<file path="src/rtl/mig_write_adapter_pkg.sv">
`default_nettype none
// ============================================================================
// Module   : mig_write_adapter_pkg
// Purpose  : Shared constants and types for the MIG write adapter: MIG
//            command encodings, request geometry and FSM state encoding.
// Revision : 1.0 - initial release
// ============================================================================
package mig_write_adapter_pkg;

  // MIG native-port command encodings
  localparam logic [2:0] CMD_WRITE = 3'b000;
  localparam logic [2:0] CMD_READ  = 3'b001;

  // Request geometry: one 768-bit request is 24 words of 32 bits
  localparam int MIG_DATA_W = 32;
  localparam int REQ_BEATS  = 24;
  localparam int REQ_W      = MIG_DATA_W * REQ_BEATS;
  localparam int BURST_W    = 6;

  // Adapter FSM; the state names the phase whose outputs are on the port
  typedef enum logic [1:0] {
    ST_IDLE = 2'd0,
    ST_FILL = 2'd1,
    ST_CMD  = 2'd2,
    ST_DONE = 2'd3
  } wr_state_t;

  // MIG burst-length field is encoded as number of words minus one
  function automatic logic [BURST_W-1:0] burst_field(input int beats);
    return BURST_W'(beats - 1);
  endfunction

endpackage
`default_nettype wire

</file>
<file path="src/rtl/mig_write_adapter_beat_serializer.sv">
`default_nettype none
// ============================================================================
// Module   : mig_write_adapter_beat_serializer
// Purpose  : Holds one request payload and walks it out word by word.
//            Word k is payload[DATA_W*k +: DATA_W], k = 0 first. The index
//            advances only on step; last flags the final word. While load is
//            high the incoming word 0 is bypassed so it can be issued in the
//            same cycle the payload is captured.
// Revision : 1.0 - initial release
// ============================================================================
module mig_write_adapter_beat_serializer
  import mig_write_adapter_pkg::*;
#(
  parameter int DATA_W = MIG_DATA_W,
  parameter int BEATS  = REQ_BEATS,
  parameter int IDX_W  = $clog2(BEATS)
) (
  input  logic                    clk,
  input  logic                    reset,
  input  logic                    load,
  input  logic [DATA_W*BEATS-1:0] load_data,
  input  logic                    step,
  output logic [DATA_W-1:0]       word,
  output logic                    last
);

  localparam logic [IDX_W-1:0] C_LAST_IDX = IDX_W'(BEATS - 1);

  logic [DATA_W*BEATS-1:0] r_data;
  logic [IDX_W-1:0]        r_idx;
  logic [DATA_W-1:0]       w_beat [BEATS];
  logic                    w_at_last;

  // Slice the payload register into addressable words
  for (genvar gi = 0; gi < BEATS; gi++) begin : g_beat
    assign w_beat[gi] = r_data[gi*DATA_W +: DATA_W];
  end

  assign w_at_last = (r_idx == C_LAST_IDX);

  // Present the current word, bypassing the input word 0 during a load
  always_comb begin
    word = w_beat[r_idx];
    last = w_at_last;
    if (load) begin
      word = load_data[DATA_W-1:0];
      last = 1'b0;
    end
  end

  // Capture payload on load; advance the word index on each step
  always_ff @(posedge clk or posedge reset) begin
    if (reset) begin
      r_data <= '0;
      r_idx  <= '0;
    end else begin
      if (load) begin
        r_data <= load_data;
        r_idx  <= step ? IDX_W'(1) : '0;
      end else if (step) begin
        r_idx  <= w_at_last ? '0 : r_idx + IDX_W'(1);
      end
    end
  end

endmodule
`default_nettype wire

</file>
<file path="src/rtl/mig_write_adapter.sv">
`default_nettype none
// ============================================================================
// Module   : mig_write_adapter
// Purpose  : Converts one-cycle 768-bit write requests into a MIG native
//            user write: 24 write-data FIFO pushes followed by one write
//            command with burst length 24. Flags per-write completion,
//            dropped requests and MIG write-path errors.
//            All outputs are registered; FIFO-full inputs are sampled on the
//            edge that decides the next cycle's push, so a full flag seen in
//            cycle c suppresses the push in cycle c+1 and the same word is
//            re-presented once full clears.
// Revision : 1.0 - initial release
// ============================================================================
module mig_write_adapter
  import mig_write_adapter_pkg::*;
#(
  parameter int DATA_W = MIG_DATA_W,
  parameter int BEATS  = REQ_BEATS,
  parameter int ADDR_W = 30
) (
  input  logic                    clk,
  input  logic                    reset,
  input  logic                    phy_init_done,
  // request side
  input  logic                    m_write_ram,
  input  logic [DATA_W*BEATS-1:0] m_write_data,
  input  logic [31:0]             m_write_address,
  output logic                    wr_ready,
  // MIG command port
  output logic                    p_cmd_en,
  output logic [2:0]              p_cmd_instr,
  output logic [BURST_W-1:0]      p_cmd_bl,
  output logic [ADDR_W-1:0]       p_cmd_byte_addr,
  input  logic                    p_cmd_full,
  // MIG write-data port
  output logic                    p_wr_en,
  output logic [DATA_W-1:0]       p_wr_data,
  output logic [DATA_W/8-1:0]     p_wr_mask,
  input  logic                    p_wr_full,
  input  logic                    p_wr_error,
  // status
  output logic                    write_done,
  output logic                    drop_err,
  output logic                    mig_err
);

  localparam logic [BURST_W-1:0] C_BURST_BL = burst_field(BEATS);

  wr_state_t          r_state;
  wr_state_t          w_state_next;
  logic [ADDR_W-1:0]  r_addr;
  logic               r_wr_last;
  logic               w_accept;
  logic               w_drop;
  logic               w_issue_wr;
  logic               w_issue_cmd;
  logic [DATA_W-1:0]  w_ser_word;
  logic               w_ser_last;
  logic               w_addr_unused;

  // Only a word-aligned byte address inside the MIG space is forwarded
  assign w_addr_unused = ^{m_write_address[31:ADDR_W], m_write_address[1:0]};

  // Only writes are issued and every byte lane is always written
  assign p_cmd_instr = CMD_WRITE;
  assign p_wr_mask   = '0;

  assign w_accept = m_write_ram & wr_ready;
  assign w_drop   = m_write_ram & ~wr_ready;

  mig_write_adapter_beat_serializer #(
    .DATA_W (DATA_W),
    .BEATS  (BEATS)
  ) u_beat_serializer (
    .clk       (clk),
    .reset     (reset),
    .load      (w_accept),
    .load_data (m_write_data),
    .step      (w_issue_wr),
    .word      (w_ser_word),
    .last      (w_ser_last)
  );

  // State register
  always_ff @(posedge clk or posedge reset) begin
    if (reset) begin
      r_state <= ST_IDLE;
    end else begin
      r_state <= w_state_next;
    end
  end

  // Next-state and issue decisions; a phase ends once its last output has
  // actually been presented on the port
  always_comb begin
    w_state_next = r_state;
    w_issue_wr   = 1'b0;
    w_issue_cmd  = 1'b0;
    case (r_state)
      ST_IDLE: if (w_accept)             w_state_next = ST_FILL;
      ST_FILL: if (p_wr_en && r_wr_last) w_state_next = ST_CMD;
      ST_CMD:  if (p_cmd_en)             w_state_next = ST_DONE;
      ST_DONE:                           w_state_next = ST_IDLE;
      default:                           w_state_next = ST_IDLE;
    endcase
    w_issue_wr  = (w_state_next == ST_FILL) && !p_wr_full;
    w_issue_cmd = (w_state_next == ST_CMD)  && !p_cmd_full;
  end

  // Latch the request address, word-aligned, on acceptance
  always_ff @(posedge clk or posedge reset) begin
    if (reset) begin
      r_addr <= '0;
    end else if (w_accept) begin
      r_addr <= {m_write_address[ADDR_W-1:2], 2'b00};
    end
  end

  // Write-data port: push the serializer's current word when issued
  always_ff @(posedge clk or posedge reset) begin
    if (reset) begin
      p_wr_en   <= 1'b0;
      p_wr_data <= '0;
      r_wr_last <= 1'b0;
    end else begin
      p_wr_en   <= w_issue_wr;
      r_wr_last <= w_issue_wr & w_ser_last;
      if (w_issue_wr) begin
        p_wr_data <= w_ser_word;
      end
    end
  end

  // Command port: one write command per request, address only while valid
  always_ff @(posedge clk or posedge reset) begin
    if (reset) begin
      p_cmd_en        <= 1'b0;
      p_cmd_bl        <= '0;
      p_cmd_byte_addr <= '0;
    end else begin
      p_cmd_en        <= w_issue_cmd;
      p_cmd_bl        <= w_issue_cmd ? C_BURST_BL : '0;
      p_cmd_byte_addr <= w_issue_cmd ? r_addr : '0;
    end
  end

  // Handshake and status flags; the error flags are sticky until reset
  always_ff @(posedge clk or posedge reset) begin
    if (reset) begin
      wr_ready   <= 1'b0;
      write_done <= 1'b0;
      drop_err   <= 1'b0;
      mig_err    <= 1'b0;
    end else begin
      wr_ready   <= (w_state_next == ST_IDLE) && phy_init_done;
      write_done <= (w_state_next == ST_DONE);
      drop_err   <= drop_err | w_drop;
      mig_err    <= mig_err | p_wr_error;
    end
  end

endmodule
`default_nettype wire

</file>
<file path="config.mk">
export PLATFORM = sky130hd
export DESIGN_NAME = mig_write_adapter
export DESIGN_NICKNAME = d
export VERILOG_FILES = /design/src/rtl/mig_write_adapter_pkg.sv /design/src/rtl/mig_write_adapter_beat_serializer.sv /design/src/rtl/mig_write_adapter.sv
export SDC_FILE = /design/constraint.sdc
export NUM_CORES = 2
export LEC_CHECK = 0
export CORE_ASPECT_RATIO = 0.6
export CORE_UTILIZATION = 30
export DETAILED_ROUTE_END_ITERATION = 12
export GPL_TIMING_DRIVEN = 0
export PLACE_DENSITY = 0.53
export SYNTH_ARGS = -nofsm -noshare
export SYNTH_HDL_FRONTEND = slang
export SYNTH_HIERARCHICAL = 1
export SYNTH_SLANG_ARGS = --single-unit
</file>
<file path="constraint.sdc">
create_clock -name clk -period 77.5 [get_ports clk]
set_clock_uncertainty 0.05 [all_clocks]
set_input_delay 15.5 -clock clk [delete_from_list [all_inputs] [get_ports clk]]
set_output_delay 15.5 -clock clk [all_outputs]
set_load 0.005 [all_outputs]
</file>
# Yosys cells after proc, flatten, opt, wreduce, memory -nomap -nowiden
# Index checks and enable logic that the tools add are counted.
[totals]
regBits = 877
elab_cells = 54
out_inout_bits = 81
[op_classes]
n_lt_le_gt_ge = 1
mux = 15
n_addsub = 1
n_eq_ne = 7
bitwise_logic = 7
n_reduce_logical = 9
[ops]
columns = ["cell", "count"]
rows = [
  ["$bmux 32 s5", 1],
  ["$mux 32", 3],
  ["$mux 30", 1],
  ["$mux 5", 4],
  ["$eq 2x2->1 const B", 4],
  ["$pmux 2 s4", 1],
  ["$ge 6x6->1 const B", 1],
  ["$mux 2", 3],
  ["$not 5->6", 1],
  ["$add 5x1->5 const B", 1],
  ["$eq 5x5->1 const B", 1],
  ["$eq 2x1->1 const B", 2],
  ["$logic_and 1x1->1", 4],
  ["$logic_not 2->1", 2],
  ["$and 1x1->1", 3],
  ["$logic_not 1->1", 2],
  ["$mux 1", 2],
  ["$or 1x1->1", 2],
  ["$reduce_bool 2->1", 1],
  ["$not 1->1", 1],
]

# Logic depth before layout (Yosys ltp)
[depth]
word_depth = 7
ltp_mapped = 12

# Modules after synthesis
# Netlist, hierarchy kept.
[modules_own_cells]
columns = ["mod", "area_per_inst_um2", "instances", "cells_each"]
rows = [
  ["mig_write_adapter_beat_serializer", 35507.8, 1, 2449],
  ["mig_write_adapter", 3746.1, 1, 233],
]

# Least setup slack after synthesis
# No wires, ideal clock.
[synth_path]
path_type = "input to register"
start = "in m_write_ram"
end = "reg p_wr_data[17]"
slack_ns = 59.993
stages = 12
required_time_ns = 77.325
arrival_time_ns = 17.332
cell_sequence = "and2_1 > clkbuf_1 > buf_2 > buf_2 > nor2b_1 > buf_2 > clkbuf_1 > a22oi_1 > a22o_1 > a221oi_2 > a21oi_1 > mux2_4"
[synth_via]
word_cells_on_any_way = 6
cone_classes = "eq/ne: 1; mux: 3; bitwise: 1; reduce/logical: 1"
[synth_lines]
columns = ["element", "line", "rtl"]
rows = [
  ["start, declared", "mig_write_adapter.sv:25", "input logic m_write_ram,"],
  ["$and 1x1->1", "mig_write_adapter.sv:68", "assign w_accept = m_write_ram & wr_ready;"],
  ["via w_accept", "mig_write_adapter.sv:53", "logic w_accept;"],
  ["$mux 32", "mig_write_adapter_beat_serializer.sv:45", "if (load) begin"],
  ["via w_ser_word[17]", "mig_write_adapter.sv:57", "logic [DATA_W-1:0] w_ser_word;"],
  ["end signal, assigned", "mig_write_adapter.sv:129", "p_wr_data <= w_ser_word;"],
  ["end, declared", "mig_write_adapter.sv:37", "output logic [DATA_W-1:0] p_wr_data,"],
]
# The timed path passes the listed nets, and every way through them passes these cells.
# A chain may end at the register's enable or synchronous reset.

# Final worst setup path
[layout_path]
start = "in m_write_ram"
end = "reg u_beat_serializer.r_data[506]"
[layout_via]
elab_chain_cells = 1
[layout_lines]
columns = ["element", "line", "rtl"]
rows = [
  ["$and 1x1->1", "mig_write_adapter.sv:68", ""],
  ["via w_accept", "mig_write_adapter.sv:53", ""],
  ["end signal, assigned", "mig_write_adapter_beat_serializer.sv:58", "r_data <= load_data;"],
  ["end, declared", "mig_write_adapter_beat_serializer.sv:29", "logic [DATA_W*BEATS-1:0] r_data;"],
]
# The timed path passes the listed nets, and every way through them passes these cells.

==> results.md <==
- Outcome: finished with violations
- Failing checks: capacitance limit, slew limit
- WP data required: 78.03 ns
- Synthesized area: 39250 um^2
- FF/Latch Area: 21770 um^2
- Chip width: 469.0 um
- DRT Pass-1 Iters: 6
- Largest family of logic cells by synthesized area: multiplexers
- Max frequency: 0.05079 GHz
- Yosys reg bits: 870
- Netlist cell types: 49
- Area contributors post-synth: dfrtp_1, mux2_2, mux2i_1
- Mapped Cells: 2682
- Pleak: 21.94 nW
- Final Slew Violations: 4
- Share of layout cells above drive strength 1: 33.74%
- CP endpoint kind: flop
- Dpl cell area: 50440 um^2
- Per-cell routed wire length: 33.59 um
- Leading area contributor after synthesis: dfrtp_1
- Drt total wl: 184.1 mm
- Vias/cell: 5.065
- Relative slew slack: -8.197%
- Fin util: 41.38%
- Htree depth: 3
- Die H: 282.2 um
- Gr ovfl total: 0
- # resized after CTS: 0
- Compound-gate portion of the synthesized area: 5.728%
- Sink Count: 870
- Initial antenna violation count: 64
- Top_reg_cell synth: dfrtp_1
- Async set-reset flop share out of synthesis: 100.0%
- Count of final hold-check violations: 0
- Core Region: 129400 um^2
- XOR/XNOR share of the synthesized area: 0.02231%
- CTS tree: built
- Die area: 132300 um^2
- Post-synthesis simple-gate area fraction: 1.881%
- TNS Setup: 0 ns
- CP arrival: 20.22 ns
- Startpoint types: input port
- Setup CP Type: in2reg
- CTS root buf: clkbuf_16
- Slowest stage delay, CP: 1.05 ns
- YS warnings: 6
- Port bufs: 872
- Slowest CP cell: clkbuf_1
- Drc violations: 0
- Worst slew pin tran: 1.582 ns
- Wire length of the first global-routing pass: 244.8 mm
- Fill count: 12270
- Clock transition at path regs: 0.06 ns
- P&R area growth vs syn: 36.43%
- DRT iter0 DRCs: 2356
- Post-synth top cells: mux2_2, dfrtp_1, mux2i_1
- Global router's overall resource usage: 27.40%
- Most frequent cell after synthesis: mux2_2
- VDD IR max: 0.01788 mV
- Skew-Pair Late Insertion Delay: 0.72 ns
- Post-Layout Inst Area: 53550 um^2
- RSZ-0062 raised after global routing: no
- Vias in the first global route: 27870
- Worst Path Buf+Inv: 7
- Maximum clock insertion buffer count: 3
- Initial Util: 30.33%
- Fin crit share: 25.40%
- Post-synthesis sequential area ratio: 55.46%
- Final setup vio count: 0
- WHS Path Cells: 1
- Max Cap Viol: 2
- CTS buffer count: 92
- EDFF count, synth: 0
- Hold Buf Count CTS: 0
- Largest net degree at the start of global routing: 121
- Std cell rows: 102
- PwrDens: 39.67 nW/um^2
- RD Place Congestion: 0.8865
- Mux share of post-synthesis cell area: 33.61%
- Fin crit period: 19.69 ns
- FF-to-FF path depth: 8
- Top Family by Delay on Critical Path: buffers and inverters
- Final nets: 4479
- Crit Path Max Fanout: 10
- DP HPWL: 146.9 mm
- Ports: 888
- Number of cells on the critical path: 9
- Post-synth top area share: 55.46%
- Avg Cell Area, Syn: 14.64 um^2
- Footprint of the multi-input gates: 16260 um^2
- Synth Area in Adders: 0.03187%
- Post-CTS setup buffer count: 0
- Routed vias: 27760
- Crit-path cells: clkdlybuf4s50_1, and2_1, clkbuf_1, buf_2, buf_2, clkbuf_1, clkbuf_1, buf_2, mux2_2
- DRT antenna net count: 0
- Hold Path Class: reg2reg
==> where the power goes <==
part,internal (mW),total (mW),leakage (nW),switching [mW]
logic,0.405,0.866,10.0,0.461
clock network,0.260,0.463,1.50,0.204
registers,0.675,0.795,10.4,0.120
==> flip-flops by register name (all words and copies together) (netlist names), 2 cells and up <==
name	flops
p_cmd_byte_addr	28
p_wr_data	32
r_addr	28
r_state	2
u_beat_serializer/r_data	768
u_beat_serializer/r_idx	5
==> worst reg2reg max path: cells and delay by family, from the launching register on <==
family / cells / cell delay [ns]
and+or+nand+nor: 1 / 0.16
buffers and inverters: 6 / 3.59
DFF: 1 / 0.48
muxes: 1 / 0.42
==> cell type report <==
| type | instances | share of cell area, % |
|---|---|---|
| inverters | 8 | 0.07944 |
| clock buffers | 139 | 4.984 |
| repair buffers | 885 | 16.76 |
| diodes | 16 | 0.07476 |
| multi-input cells | 1601 | 30.35 |
| flip-flops and latches | 870 | 40.65 |
| well taps | 1716 | 4.009 |
| plain buffers | 213 | 2.329 |
| clock inverters | 33 | 0.7593 |
==> cell usage in the layout, fill, tap and decap left out, types with 28 or more instances in the layout <==
cell type / synthesis / final
mux2_2: 889 / 889
clkdlybuf4s50_1: 0 / 872
dfrtp_1: 870 / 870
mux2i_1: 204 / 204
clkbuf_1: 66 / 94
a21oi_1: 93 / 93
clkbuf_16: 0 / 92
buf_2: 81 / 86
a22oi_1: 60 / 60
nor2b_1: 58 / 58
mux4_2: 32 / 32
and2_1: 31 / 31
o22ai_1: 30 / 30
mux2_4: 28 / 28
buf_4: 28 / 28
a211oi_1: 28 / 28
a221oi_1: 28 / 28
o211ai_1: 28 / 28
==> path summary, 6_finish.rpt <==
kind                                                      end         from  slack (ns)
worst max register to register  u_beat_serializer/r_data[506]     wr_ready       72.67
worst max-delay path            u_beat_serializer/r_data[506]  m_write_ram       57.81
max in group asynchronous       u_beat_serializer/r_data[600]        reset       60.08
worst min register to register             p_cmd_byte_addr[4]    r_addr[4]        0.42
min in group asynchronous                  p_cmd_byte_addr[2]        reset       15.27
worst min-delay path                       p_cmd_byte_addr[4]    r_addr[4]        0.42
==> kinds of logic (layout without fill, tap and decap cells) <==
kind of cell | count (synthesis) | in the layout
compound gates | 313 | 313
simple gates | 122 | 122
xor+xnor | 1 | 1
fa+ha+maj | 1 | 1
flops | 870 | 870
mux | 1153 | 1153
buf+inv | 221 | 1278
other cells | 1 | 27
==> through the flow <==
| stage | hold slack (ns) | total power, mW | std cells | worst slack [ns] |
|---|---|---|---|---|
| 2_1_floorplan | 0.3994 | 1.267 | 2692 | 40.25 |
| 3_5_place_dp | 0.4018 | 1.661 | 5293 | 57.18 |
| 5_1_grt | 0.4351 | 2.221 | 5475 | 57.90 |
| 3_3_place_gp | 0.4029 | 1.650 | 5280 | 28.70 |
| 6_report | 0.4225 | 2.125 | 5481 | 57.81 |
| 4_1_cts | 0.4143 | 2.133 | 5465 | 57.93 |
==> per-layer routing <==
metal  GRT usage (%)  routed length (um)  part of all wire, %
met1           39.89               85490                   46
met2           40.18               79930                   43
met3           7.786               14900                  8.1
met4           5.673                3463                  1.9
met5               0                 333                 0.18
Note: power is estimated with default switching activity, not from simulation.
